==> src/rtl/logic_level_receiver.sv <==
// logic_level_receiver: turns a quantized analog node code into a clean logic
// level using high/low thresholds with hysteresis, glitch rejection over DELAY
// valid samples, an unknown state when the node dwells between thresholds,
// edge strobes, and the length of the level just left.
module logic_level_receiver #(
    parameter int W        = 8,
    parameter int THH      = 230,
    parameter int THL      = 25,
    parameter int DELAY    = 4,
    parameter int XTIMEOUT = 16,
    parameter int CW       = 16
) (
    input  logic          clk,
    input  logic          rst,
    input  logic [W-1:0]  vin,
    input  logic          vin_valid,
    output logic          dout,
    output logic          dx,
    output logic          rise,
    output logic          fall,
    output logic [CW-1:0] last_len,
    output logic          len_strobe
);

    // Counter widths only need to hold DELAY-1 and XTIMEOUT-1.
    localparam int TW = (DELAY > 1) ? $clog2(DELAY) : 1;
    localparam int MW = (XTIMEOUT > 1) ? $clog2(XTIMEOUT) : 1;

    localparam logic [W-1:0]  THH_C  = W'(THH);
    localparam logic [W-1:0]  THL_C  = W'(THL);
    localparam logic [TW-1:0] T_LAST = TW'(DELAY - 1);
    localparam logic [MW-1:0] M_LAST = MW'(XTIMEOUT - 1);

    // Reject parameter sets that make the hysteresis band meaningless.
    if (THL >= THH) begin : g_bad_thresholds
        $error("logic_level_receiver: THL must be below THH");
    end
    if (DELAY < 1 || XTIMEOUT < 1) begin : g_bad_counts
        $error("logic_level_receiver: DELAY and XTIMEOUT must be at least 1");
    end

    typedef enum logic [1:0] {
        ST_UNK,
        ST_LOW,
        ST_HIGH
    } state_t;

    state_t        state_q, state_d;
    logic [TW-1:0] tcnt_q, tcnt_d;
    logic          utgt_hi_q, utgt_hi_d;
    logic [MW-1:0] mcnt_q, mcnt_d;
    logic [CW-1:0] lcnt_q, lcnt_d;
    logic [CW-1:0] last_len_q, last_len_d;
    logic          dout_q, dout_d;
    logic          dx_q, dx_d;
    logic          rise_q, rise_d;
    logic          fall_q, fall_d;
    logic          len_strobe_q, len_strobe_d;

    logic is_hi, is_lo, is_mid;

    // Classify the current sample against the two thresholds.
    always_comb begin
        is_hi  = (vin >= THH_C);
        is_lo  = (vin <= THL_C);
        is_mid = !is_hi && !is_lo;
    end

    // Next-state logic: transition and dwell counters, level length, strobes.
    always_comb begin
        logic          hit;
        logic          fire_t;
        logic          fire_m;
        logic [TW-1:0] base;
        logic [CW-1:0] lcnt_inc;
        state_t        dest;

        state_d      = state_q;
        tcnt_d       = tcnt_q;
        utgt_hi_d    = utgt_hi_q;
        mcnt_d       = mcnt_q;
        lcnt_d       = lcnt_q;
        last_len_d   = last_len_q;
        rise_d       = 1'b0;
        fall_d       = 1'b0;
        len_strobe_d = 1'b0;
        hit          = 1'b0;
        fire_t       = 1'b0;
        fire_m       = 1'b0;
        base         = tcnt_q;
        dest         = state_q;
        lcnt_inc     = (&lcnt_q) ? lcnt_q : lcnt_q + 1'b1;

        if (vin_valid) begin
            unique case (state_q)
                ST_LOW: begin
                    hit  = is_hi;
                    dest = ST_HIGH;
                end
                ST_HIGH: begin
                    hit  = is_lo;
                    dest = ST_LOW;
                end
                default: begin
                    // A qualifying sample of the other class restarts the run.
                    hit  = is_hi || is_lo;
                    base = (utgt_hi_q == is_hi) ? tcnt_q : '0;
                    dest = is_hi ? ST_HIGH : ST_LOW;
                    if (hit) begin
                        utgt_hi_d = is_hi;
                    end
                end
            endcase

            if (hit) begin
                if (base == T_LAST) begin
                    fire_t = 1'b1;
                    tcnt_d = '0;
                end else begin
                    tcnt_d = base + 1'b1;
                end
            end else begin
                tcnt_d = '0;
            end

            if (state_q == ST_UNK || !is_mid) begin
                mcnt_d = '0;
            end else if (mcnt_q == M_LAST) begin
                fire_m = 1'b1;
                mcnt_d = '0;
            end else begin
                mcnt_d = mcnt_q + 1'b1;
            end

            // A completed transition takes priority over the dwell timeout.
            if (fire_t) begin
                state_d = dest;
                mcnt_d  = '0;
            end else if (fire_m) begin
                state_d = ST_UNK;
                tcnt_d  = '0;
            end

            if (state_d != state_q) begin
                last_len_d   = lcnt_inc;
                len_strobe_d = 1'b1;
                lcnt_d       = '0;
                rise_d       = (state_q == ST_LOW) && (state_d == ST_HIGH);
                fall_d       = (state_q == ST_HIGH) && (state_d == ST_LOW);
            end else begin
                lcnt_d = lcnt_inc;
            end
        end

        dout_d = (state_d == ST_HIGH);
        dx_d   = (state_d == ST_UNK);
    end

    // State and registered outputs; reset discards any partial counts.
    always_ff @(posedge clk or posedge rst) begin
        if (rst) begin
            state_q      <= ST_UNK;
            tcnt_q       <= '0;
            utgt_hi_q    <= 1'b0;
            mcnt_q       <= '0;
            lcnt_q       <= '0;
            last_len_q   <= '0;
            dout_q       <= 1'b0;
            dx_q         <= 1'b1;
            rise_q       <= 1'b0;
            fall_q       <= 1'b0;
            len_strobe_q <= 1'b0;
        end else begin
            state_q      <= state_d;
            tcnt_q       <= tcnt_d;
            utgt_hi_q    <= utgt_hi_d;
            mcnt_q       <= mcnt_d;
            lcnt_q       <= lcnt_d;
            last_len_q   <= last_len_d;
            dout_q       <= dout_d;
            dx_q         <= dx_d;
            rise_q       <= rise_d;
            fall_q       <= fall_d;
            len_strobe_q <= len_strobe_d;
        end
    end

    assign dout       = dout_q;
    assign dx         = dx_q;
    assign rise       = rise_q;
    assign fall       = fall_q;
    assign last_len   = last_len_q;
    assign len_strobe = len_strobe_q;

endmodule

==> config.mk <==
export PLATFORM = sky130hd
export DESIGN_NAME = logic_level_receiver
export DESIGN_NICKNAME = d
export VERILOG_FILES = /design/src/rtl/logic_level_receiver.sv
export SDC_FILE = /design/constraint.sdc
export NUM_CORES = 1
export LEC_CHECK = 0
export BUFFER_PORTS_ARGS = -buffer_cell sky130_fd_sc_hd__buf_2
export CAP_MARGIN = 10
export CORE_MARGIN = 4
export CORE_UTILIZATION = 53
export DETAILED_ROUTE_END_ITERATION = 12
export GPL_TIMING_DRIVEN = 0
export MAX_ROUTING_LAYER = met4
export PLACE_DENSITY_LB_ADDON = 0.05
export SLEW_MARGIN = 20
export SYNTH_ARGS = -nofsm -noshare
export SYNTH_HDL_FRONTEND = slang
export SYNTH_SLANG_ARGS = --single-unit
==> constraint.sdc <==
create_clock -name clk -period 2.7 [get_ports clk]
set_clock_uncertainty 0.1 [all_clocks]
set_input_delay 0.135 -clock clk [delete_from_list [all_inputs] [get_ports clk]]
set_output_delay 0.135 -clock clk [all_outputs]
set_load 0.005 [all_outputs]
==> metrics.yaml, run 1 <==
cp_cell_sequence: "buf_2 > a211o_1 > nand2_4 > xor2_1 > nor2_4 > nor2b_4 > ha_4 > nor3b_4 > a21oi_2 > a2111oi_4 > buf_4 > o21ai_4 > buf_6 > mux2_4"
seq_area_um2: 1150
grt_pass1_vias: 2311
worst_pin_slew_ps: 676
met1_length_um: 3240
power_density_nw_per_um2: 528
clockRootBuffer: "clkbuf_8"
synth.yosys.warnings: 0
syn_inst: 280
fill_cells: 377
drc: 0
synth_seq_area_share_pct: 42.1
wl_per_cell_um: 16.8
met3_length_um: 315
fmax_mhz: 376
drtIter0Drc: 291
ant_nets: 0
ys_ff_latch: 46
num-nets-final: 353
core-area_um2: 4850
syn_nets: 297
wirelength_um: 6810
drive_above_1_share_pct: 31.2
run_status: "completed"
crit_fanout: 9
fin_crit_sh_pct: 98.5
p_leak_nw: 1.58
finalSetupViolCount: 0
rows: 25
path_clk_slew_ps: 90
rsz0062_at_grt: "yes"
worst_ep_required_time_ps: 2790
firstDrtPassIters: 4
ioPinCount: 32
hp-class: "in2reg"
avgSynthCellArea_um2: 9.78
dp_hpwl_um: 4560
worstRegToRegCells: 12
synth_edf_count: 0
r2r_start: "state_q[0]"
synth_top_area_cell: "dfrtp_1"
dpl.cell_count: 378
cts_buffers: 5
routed_via_density: 5.91
crit_path_top_delay_cell: "a211o_1"
dieArea_um2: 6380
top_layer: "met4"
grt_pass1_wl_um: 11500
fin_tns_setup_ps: 0
cts.sinks: 46
hold-path-endpoint: "state_q[1]"
clock_latency_ps: 310
finalHoldWorstSlack_ps: 153
antenna_found_initial: 0
cts-htree-levels: 2
grt_max_degree: 32
clk_path_buf_depth: 2
syn2layout_area_growth_pct: 23.9
regToRegSetupSlack_ps: 40
die_y_um: 79.9
gr-total-overflow: 0
multi_input_comb_area_um2: 1590
ys.flop_type: "dfrtp_1"
yosysTopAreaCellShare_pct: 41.1
dr_wl_met2_um: 3100
fin_crit_ps: 2660
min_from: "vin_valid"
critical_path_class: "in2reg"
cts_tree: "built"
relSlewSlack_pct: 54.6
max_stage_delay_ps: 350
fin_cells: 404
diodes: 0
synth_area_um2: 2740
cp_data_arrival_time_ps: 2750
synth.area.top_cells: "dfrtp_1 (41%), mux2_4 (6.6%), xnor2_1 (3.2%), nand2_1 (3.2%), ha_1 (2.7%)"
start_util_pct: 56.5
ir_drop_mv: 0.428
drv_cap: 0
end_kind: "flip-flop"
async_flop_share_pct: 100
slew_viol_final: 0
track_usage_pct: 23.7
io_buffers: 30
synth_cell_types: 53
hold_path_depth: 2
place_congestion: 0.861
chipWidth_um: 79.9
critPathLaunchType: "input port"
reg2reg_to: "last_len[13]"
hold_viol: 0
vias: 2386
-- routing by layer --
layer / vias up / track usage (%)
li1: 1145 / -
met1: 1158 / 33.1
met2: 67 / 34.8
met3: 16 / 4.63
met4: 0 / 7.60
met5: - / -
-- power by group --
| part | total (mW) | internal, mW | switching (mW) |
|---|---|---|---|
| logic | 0.505 | 0.216 | 0.288 |
| registers | 0.845 | 0.757 | 0.0878 |
| clock network | 0.442 | 0.207 | 0.236 |
| total | 1.79 | 1.18 | 0.612 |
-- worst max-delay path, delay by kind of cell --
kind                     cells  cell delay (ps)
multiplexers                 1              300
XOR/XNOR                     1              240
adder cells (fa/ha/maj)      1              190
AND/OR/NAND/NOR              4              570
buffers and inverters        3              460
AO/OA/AOI/OAI                4              850
-- placed cells by master, fill, tap and decap left out, types with 9 or more instances in the layout --
master    instances
mux2_4           14
nor2_1           12
dfrtp_1          43
buf_4            16
a21oi_1           9
nand4_1          10
buf_2            32
clkbuf_1         12
o21ai_0          10
nand2_1          22
inv_1            13
xnor2_1          10
-- metrics by stage --
stage          total power, mW  area (um2)  utilization, %  worst slack [ps]
2_1_floorplan             1.21        2810               -             -29.4
3_3_place_gp              1.30        3050            62.9              -376
3_5_place_dp              1.33        3070            63.3              -435
4_1_cts                   1.78        3340            68.8              9.76
5_1_grt                   1.91        3390            70.0             -82.4
6_report                  1.79        3390            70.0              41.5
-- area by class of cell --
cell class                      instances  area share (%)
Multi-Input combinational cell        200            46.9
Sequential cell                        46            34.0
Timing Repair Buffer                   50            9.33
Buffer                                 17            2.80
Clock buffer                            7            2.54
Tap cell                               67            2.47
Inverter                               16            1.77
Clock inverter                          1           0.147
-- cell usage after synthesis (2+ instances only) --
master and n:
dfrtp_1 45, nand2_1 23, inv_1 16, nor2_1 15
mux2_4 12, clkbuf_1 11, o21ai_0 11, a21oi_1 10
nand4_1 10, xnor2_1 10, nand3_1 9, nor3_1 8
a22o_1 7, ha_1 6, o221ai_1 6, and3_1 5
nor2b_1 5, and2_1 4, buf_2 4, nand2b_1 4
o211ai_1 4, a31oi_1 3, and4_1 3, nor3b_1 3
nor4_1 3, o2111ai_1 3, o22ai_1 3, o2bb2ai_1 3
o31ai_1 3, a211oi_1 2, a21o_1 2, a221o_1 2
buf_6 2, mux2_1 2, mux2i_1 2, xor2_1 2
-- registers in the layout, summed over array words and instances, names as in the netlist, 2 cells and up --
register and flops:
last_len 16, tcnt_q 2, mcnt_q 4, lcnt_q 16, state_q 2
-- logic make-up (layout without fill, tap and decap cells) --
family / count (synthesis) / in the layout / share of synthesized area [%]
flip-flops: 46 / 46 / 42.1
adder cells (fa/ha/maj): 6 / 6 / 2.74
AO/OA/AOI/OAI: 69 / 69 / 19.1
XOR/XNOR: 12 / 12 / 3.84
AND/OR/NAND/NOR: 96 / 96 / 18.4
buffers and inverters: 34 / 91 / 5.39
multiplexers: 17 / 17 / 8.54
-- how the worst max path moves through the flow --
stage / startpoint / endpoint / depth (start not counted)
after floorplan: state_q[0] / last_len[10] / 12
after global placement: vin[2] / lcnt_q[10] / 13
after detailed placement: vin[2] / lcnt_q[10] / 13
after CTS: state_q[1] / last_len[13] / 12
after global routing: state_q[0] / last_len[13] / 12
final: vin[2] / last_len[13] / 14
-- repair_timing --
action	4_1_cts	5_1_grt
endpoints found under the setup margin	35	29
endpoints found under the hold margin	15	0
hold buffers	1	0
pin swaps	5	5
gates resized for setup	16	6
setup buffers	11	5
gates cloned	2	0
Power figures use the tool's default switching activity.
==> run 2, diff against run 1 <==
==> constraint.sdc (replaced) <==
create_clock -name clk -period 2.6 [get_ports clk]
set_clock_uncertainty 0.1 [all_clocks]
set_input_delay 0.13 -clock clk [delete_from_list [all_inputs] [get_ports clk]]
set_output_delay 0.13 -clock clk [all_outputs]
set_load 0.005 [all_outputs]
==> run 2 against run 1 <==
Sequential share of layout area down 1.6 points; combinational power grew 9.1%; register-to-register slack got worse by 180 ps; hold slack better by 9.6 ps; critical path depth down 1; core utilization grew 3.4 points; clock-buffer cell count stayed put; wire length up 8.0%; non-clock buffer count rose by 9; clock power decreased by 5.9%; sequential cell count unchanged; the flow now finishes with violations (negative setup slack).
==> metrics.yaml, run 2 (synthesized netlist as in run 1, its figures left out) <==
antenna_found_initial: 0  # unchanged
cp_data_arrival_time_ps: 2830  # was 2750 ps
run_status: "finished with violations"  # was completed
grt_pass1_vias: 2235  # was 2311
fin_cells: 412  # was 404
reg2reg_to: "lcnt_q[1]"  # was last_len[13]
start_util_pct: 56.5  # unchanged
fin_crit_sh_pct: 105
regToRegSetupSlack_ps: -140  # was 40 ps
routed_via_density: 6.01  # was 5.91
io_buffers: 30  # unchanged
cts.sinks: 46  # unchanged
cts-htree-levels: 2  # unchanged
min_from: "vin_valid"  # unchanged
clock_latency_ps: 300  # was 310 ps
fmax_mhz: 365
chipWidth_um: 79.9  # unchanged
ant_nets: 0  # unchanged
drc: 0  # unchanged
gr-total-overflow: 0  # unchanged
clockRootBuffer: "clkbuf_8"  # unchanged
drive_above_1_share_pct: 35.1  # was 31.2%
syn2layout_area_growth_pct: 29.9  # was 23.9%
post_dp_cell_area_um2: 3070  # about the same
place_congestion: 0.934  # was 0.861
drv_cap: 0  # unchanged
final_common_cell: "dfrtp_1"  # unchanged
rows: 25  # unchanged
mostFrequentLayoutCells: "dfrtp_1 (43), buf_2 (31), buf_4 (23)"  # was dfrtp_1 (43), buf_2 (32), nand2_1 (22)
hold-path-endpoint: "state_q[1]"  # unchanged
fin_ws_ps: -139  # was 41.5 ps
final_util_pct: 73.4  # was 70.0%
die_y_um: 79.9  # unchanged
wirelength_um: 7350  # was 6810 um
worst_pin_slew_ps: 795  # was 676 ps
diodes: 0  # unchanged
p_total_mw: 1.85  # was 1.79 mW
vias: 2475  # was 2386
dpl.cell_count: 378  # unchanged
hp-class: "in2reg"  # unchanged
critical_path_class: "reg2reg"  # was in2reg
r2r_start: "state_q[0]"  # unchanged
cts_buffers: 5  # unchanged
finalInstanceArea_um2: 3560  # was 3390 um2
p_leak_nw: 1.64  # was 1.58 nW
violations: "negative setup slack"
rsz0062_at_grt: "yes"  # unchanged
track_usage_pct: 23.9  # was 23.7%
dieArea_um2: 6380  # unchanged
cts_tree: "built"  # unchanged
finalSetupViolCount: 32  # was 0
grt_max_degree: 28  # was 32
hold_path_depth: 2  # unchanged
drtIter0Drc: 331  # was 291
ioPinCount: 32  # unchanged
crit_fanout: 6  # was 9
hold_viol: 0  # unchanged
wl_per_cell_um: 17.8  # was 16.8 um
clk_path_buf_depth: 2  # unchanged
worstRegToRegCells: 13  # was 12
critPathLaunchType: "flip-flop"  # was input port
slew_viol_final: 0  # unchanged
relSlewSlack_pct: 46.3  # was 54.6%
firstDrtPassIters: 5  # was 4
place_ws_ps: -508  # was -435 ps
finalHoldWorstSlack_ps: 163  # was 153 ps
power_density_nw_per_um2: 519  # was 528 nW/um2
dp_hpwl_um: 4630  # was 4560 um
worst_ep_required_time_ps: 2690  # was 2790 ps
end_kind: "flip-flop"  # unchanged
grt_pass1_wl_um: 11400  # was 11500 um
fin_crit_ps: 2740
core-area_um2: 4850  # unchanged
ir_drop_mv: 0.299  # was 0.428 mV
num-nets-final: 362  # was 353
path_clk_slew_ps: 80  # was 90 ps
fin_tns_setup_ps: -3120  # was 0 ps
==> run 2: cell count changes in the layout (fill, tap and decap cells not counted), sizes merged <==
cell,before,now
clkbuf,18,19
buf,55,63
clkinv,1,0
==> run 2: critical path, stage by stage (launching register included) <==
cell and delay (ps):
dfrtp_2 400, inv_2 60, ha_4 290, nor2_4 60, nor2b_4 140, ha_4 180, nor3b_4 190, a21oi_2 60
a2111oi_4 350, buf_4 200, buf_4 150, clkbuf_16 150, o31ai_4 70, a32o_1 230
==> run 2: cell type report <==
type | count | area, um2
fillers | 353 | 1290
clock buffers | 7 | 76.3
inverters | 16 | 60.1
well taps | 67 | 83.8
plain buffers | 17 | 108
multi-input cells | 200 | 1650
repair buffers | 59 | 420
flip-flops and latches | 46 | 1150
==> run 2: worst max path at each step <==
stage               startpoint      endpoint  slack (ps)  depth (start not counted)
floorplan           state_q[0]  last_len[10]        -130                         12
global placement        vin[2]    lcnt_q[10]        -500                         13
detailed placement      vin[2]    lcnt_q[10]        -510                         13
CTS                 state_q[0]   last_len[6]        -110                         12
global route        state_q[0]    lcnt_q[10]        -210                         13
finish              state_q[0]     lcnt_q[1]        -140                         13
==> run 2: timing repair <==
item / CTS / global route
cloned: 2 / 1
pin swaps: 10 / 9
gates resized for setup: 23 / 13
endpoints found under the setup margin: 37 / 35
hold buffers: 1 / 0
endpoints found under the hold margin: 18 / 0
buffers inserted: 16 / 10
==> run 2: routing by layer <==
| layer | global-route usage, % | wire (um) |
|---|---|---|
| met1 | 33.9 | 3430 |
| met2 | 34.7 | 3400 |
| met3 | 4.74 | 439 |
| met4 | 6.76 | 80 |
| met5 | - | 0 |
==> run 2: power breakdown <==
part           internal (mW)  switching (mW)  leakage [nW]
Combinational          0.233           0.318          1.03
Sequential             0.786          0.0939         0.579
Clock                  0.185           0.231        0.0383
==> run 3, diff against run 2 <==
--- a/config.mk
+++ b/config.mk
@@ -8,7 +8,7 @@
 export BUFFER_PORTS_ARGS = -buffer_cell sky130_fd_sc_hd__buf_2
 export CAP_MARGIN = 10
 export CORE_MARGIN = 4
-export CORE_UTILIZATION = 53
+export CORE_UTILIZATION = 55
 export DETAILED_ROUTE_END_ITERATION = 12
 export GPL_TIMING_DRIVEN = 0
 export MAX_ROUTING_LAYER = met4
==> constraint.sdc (replaced) <==
create_clock -name clk -period 2.6 [get_ports clk]
set_clock_uncertainty 0.1 [all_clocks]
set_input_delay 0.13 -clock clk [delete_from_list [all_inputs] [get_ports clk]]
set_output_delay 0.13 -clock clk [all_outputs]
set_load 0.05 [all_outputs]
==> run 3 against run 2 <==
The run still ends with negative setup slack left; die area is 3.3% lower; sequential share of layout area decreased by 0.93 points; critical endpoint is now last_len[2]; register-to-register slack hardly changed; clock-buffer cell count did not move; cell count rose by 1.2%; sequential cell count did not move; total power is 6.7% higher; setup slack worse by 13 ps; via count is 3.1% higher.
==> metrics.yaml, run 3 (synthesized netlist as in run 1, its figures left out) <==
run_status: "finished with violations"  # unchanged
violations: "negative setup slack"  # unchanged
finalInstanceArea_um2: 3660  # was 3560 um2
chipWidth_um: 78.6  # was 79.9 um
cts-htree-levels: 2  # unchanged
wirelength_um: 7370  # was 7350 um
drc: 0  # unchanged
cts_buffers: 5  # unchanged
clockRootBuffer: "clkbuf_8"  # unchanged
final_common_cell: "dfrtp_1"  # unchanged
dp_hpwl_um: 4430  # was 4630 um
fin_crit_ps: 2750  # was 2740 ps
slew_viol_final: 0  # unchanged
ioPinCount: 32  # unchanged
worstRegToRegCells: 13  # unchanged
gr-total-overflow: 0  # unchanged
ir_drop_mv: 0.377  # was 0.299 mV
firstDrtPassIters: 5  # unchanged
path_clk_slew_ps: 80  # about the same
multi_input_comb_area_um2: 1680  # was 1650 um2
worst_pin_slew_ps: 750  # was 795 ps
clk_path_buf_depth: 2  # unchanged
pwr-share-comb_pct: 28.9  # was 29.8%
antenna_found_initial: 0  # unchanged
worst_ep_required_time_ps: 2680  # was 2690 ps
die_y_um: 78.6  # was 79.9 um
reg2reg_to: "last_len[2]"  # was lcnt_q[1]
num-nets-final: 366  # was 362
start_util_pct: 57.2  # was 56.5%
hold-path-endpoint: "state_q[0]"  # was state_q[1]
p_int_mw: 1.31  # was 1.20 mW
grt_pass1_vias: 2373  # was 2235
r2r_start: "state_q[1]"  # was state_q[0]
fin_crit_sh_pct: 106  # was 105%
rsz0062_at_grt: "yes"  # unchanged
drv_cap: 0  # unchanged
fin_ws_ps: -152  # was -139 ps
end_kind: "flip-flop"  # unchanged
drive_above_1_share_pct: 37.4  # was 35.1%
vias: 2552  # was 2475
place_congestion: 0.872  # was 0.934
critical_path_class: "reg2reg"  # unchanged
syn2layout_area_growth_pct: 33.7  # was 29.9%
fin_tns_setup_ps: -2540  # was -3120 ps
cp_data_arrival_time_ps: 2840  # was 2830 ps
cts_tree: "built"  # unchanged
seq_area_um2: 1150  # unchanged
wl_per_cell_um: 17.7  # was 17.8 um
fill_cells: 319  # was 353
final_util_pct: 76.5  # was 73.4%
hold_viol: 0  # unchanged
met1_length_um: 3320  # was 3430 um
power_density_nw_per_um2: 538  # was 519 nW/um2
power_switching_mw: 0.656  # was 0.643 mW
grt_max_degree: 33  # was 28
dieArea_um2: 6170  # was 6380 um2
finalSetupViolCount: 29  # was 32
regToRegSetupSlack_ps: -150  # was -140 ps
mostFrequentLayoutCells: "dfrtp_1 (43), buf_2 (31), nand2_1 (22)"  # was dfrtp_1 (43), buf_2 (31), buf_4 (23)
sw_frac_of_total_pct: 33.3  # was 34.8%
fmax_mhz: 363  # was 365 MHz
met3_length_um: 519  # was 439 um
ant_nets: 0  # unchanged
top_layer: "met4"  # unchanged
min_from: "vin_valid"  # unchanged
cts.sinks: 46  # unchanged
rows: 25  # unchanged
dr_wl_met2_um: 3380  # was 3400 um
p_leak_nw: 1.69  # was 1.64 nW
post_dp_cell_area_um2: 3070  # unchanged
routed_via_density: 6.12  # was 6.01
grt_pass1_wl_um: 11900  # was 11400 um
core-area_um2: 4790  # was 4850 um2
drtIter0Drc: 258  # was 331
crit_fanout: 5  # was 6
hold_path_depth: 2  # unchanged
p_clk_share_pct: 26.5  # was 22.5%
hp-class: "in2reg"  # unchanged
track_usage_pct: 25.2  # was 23.9%
critPathLaunchType: "flip-flop"  # unchanged
relSlewSlack_pct: 49.4  # was 46.3%
diodes: 0  # unchanged
clock_latency_ps: 300  # about the same
io_buffers: 30  # unchanged
p_seq_share_pct: 44.6  # was 47.6%
-- run 3: cell types whose count changed in the layout (fill, tap and decap cells not counted), sizes merged --
cell	delta
bufinv	+1
clkbuf	-1
buf	+4
or2	+1
-- run 3: through the flow --
| step | total power [mW] | setup WS (ps) | std cells | hold slack [ps] |
|---|---|---|---|---|
| after floorplan | 1.26 | -129 | 280 | 207 |
| after global placement | 1.36 | -490 | 377 | 371 |
| after detailed placement | 1.38 | -537 | 378 | 8.61 |
| after CTS | 1.92 | -113 | 407 | 155 |
| after global routing | 2.09 | -231 | 417 | 180 |
| final | 1.97 | -152 | 417 | 167 |
-- run 3: power groups by stage --
| stage | sequential (mW) | clock, mW | combinational, mW |
|---|---|---|---|
| floorplan | 0.867 | 0 | 0.393 |
| finish | 0.880 | 0.522 | 0.569 |
| global route | 0.891 | 0.566 | 0.629 |
| global placement | 0.884 | 0 | 0.473 |
| CTS | 0.874 | 0.529 | 0.520 |
| detailed placement | 0.885 | 0 | 0.491 |
-- run 3: routing by layer --
layer / vias to the layer above / GRT usage, %
li1: 1170 / -
met1: 1235 / 34.9
met2: 128 / 37.9
met3: 19 / 5.28
met4: 0 / 6.12
met5: - / -
-- run 3: worst max-delay path, stage by stage (launching register included) --
cell and delay [ps]:
dfrtp_2 390, inv_2 60, ha_4 290, nor2_4 50, nor2b_4 150, ha_4 190, nor3b_4 190, a21oi_2 60
a2111oi_4 330, buf_4 200, o21ai_4 60, buf_6 140, buf_12 120, mux2_4 290
-- run 3: final cells by class --
class	instances	area share, %
timing repair buffer	63	13.3
clock buffer	7	2.08
tap	67	2.29
multi-input combinational	201	45.9
buffer	16	2.39
inverter	16	1.64
clock inverter	1	0.820
sequential	46	31.5
-- run 3: how the worst max path moves through the flow --
stage                           from           end  slack [ps]  depth (start not counted)
after floorplan           state_q[0]  last_len[10]        -130                         12
after global placement        vin[2]    lcnt_q[10]        -490                         13
after detailed placement      vin[2]    lcnt_q[10]        -540                         13
after CTS                 state_q[0]   last_len[2]        -110                         14
after global routing      state_q[1]   last_len[2]        -230                         13
final                     state_q[1]   last_len[2]        -150                         13
-- run 3: timing repair --
| item | 4_1_cts | 5_1_grt |
|---|---|---|
| hold endpoints to repair | 14 | 0 |
| hold buffers | 1 | 0 |
| resized for setup | 33 | 15 |
| pin swaps | 13 | 14 |
| gates cloned | 2 | 0 |
| setup buffers | 20 | 11 |
| setup endpoints to repair | 37 | 35 |
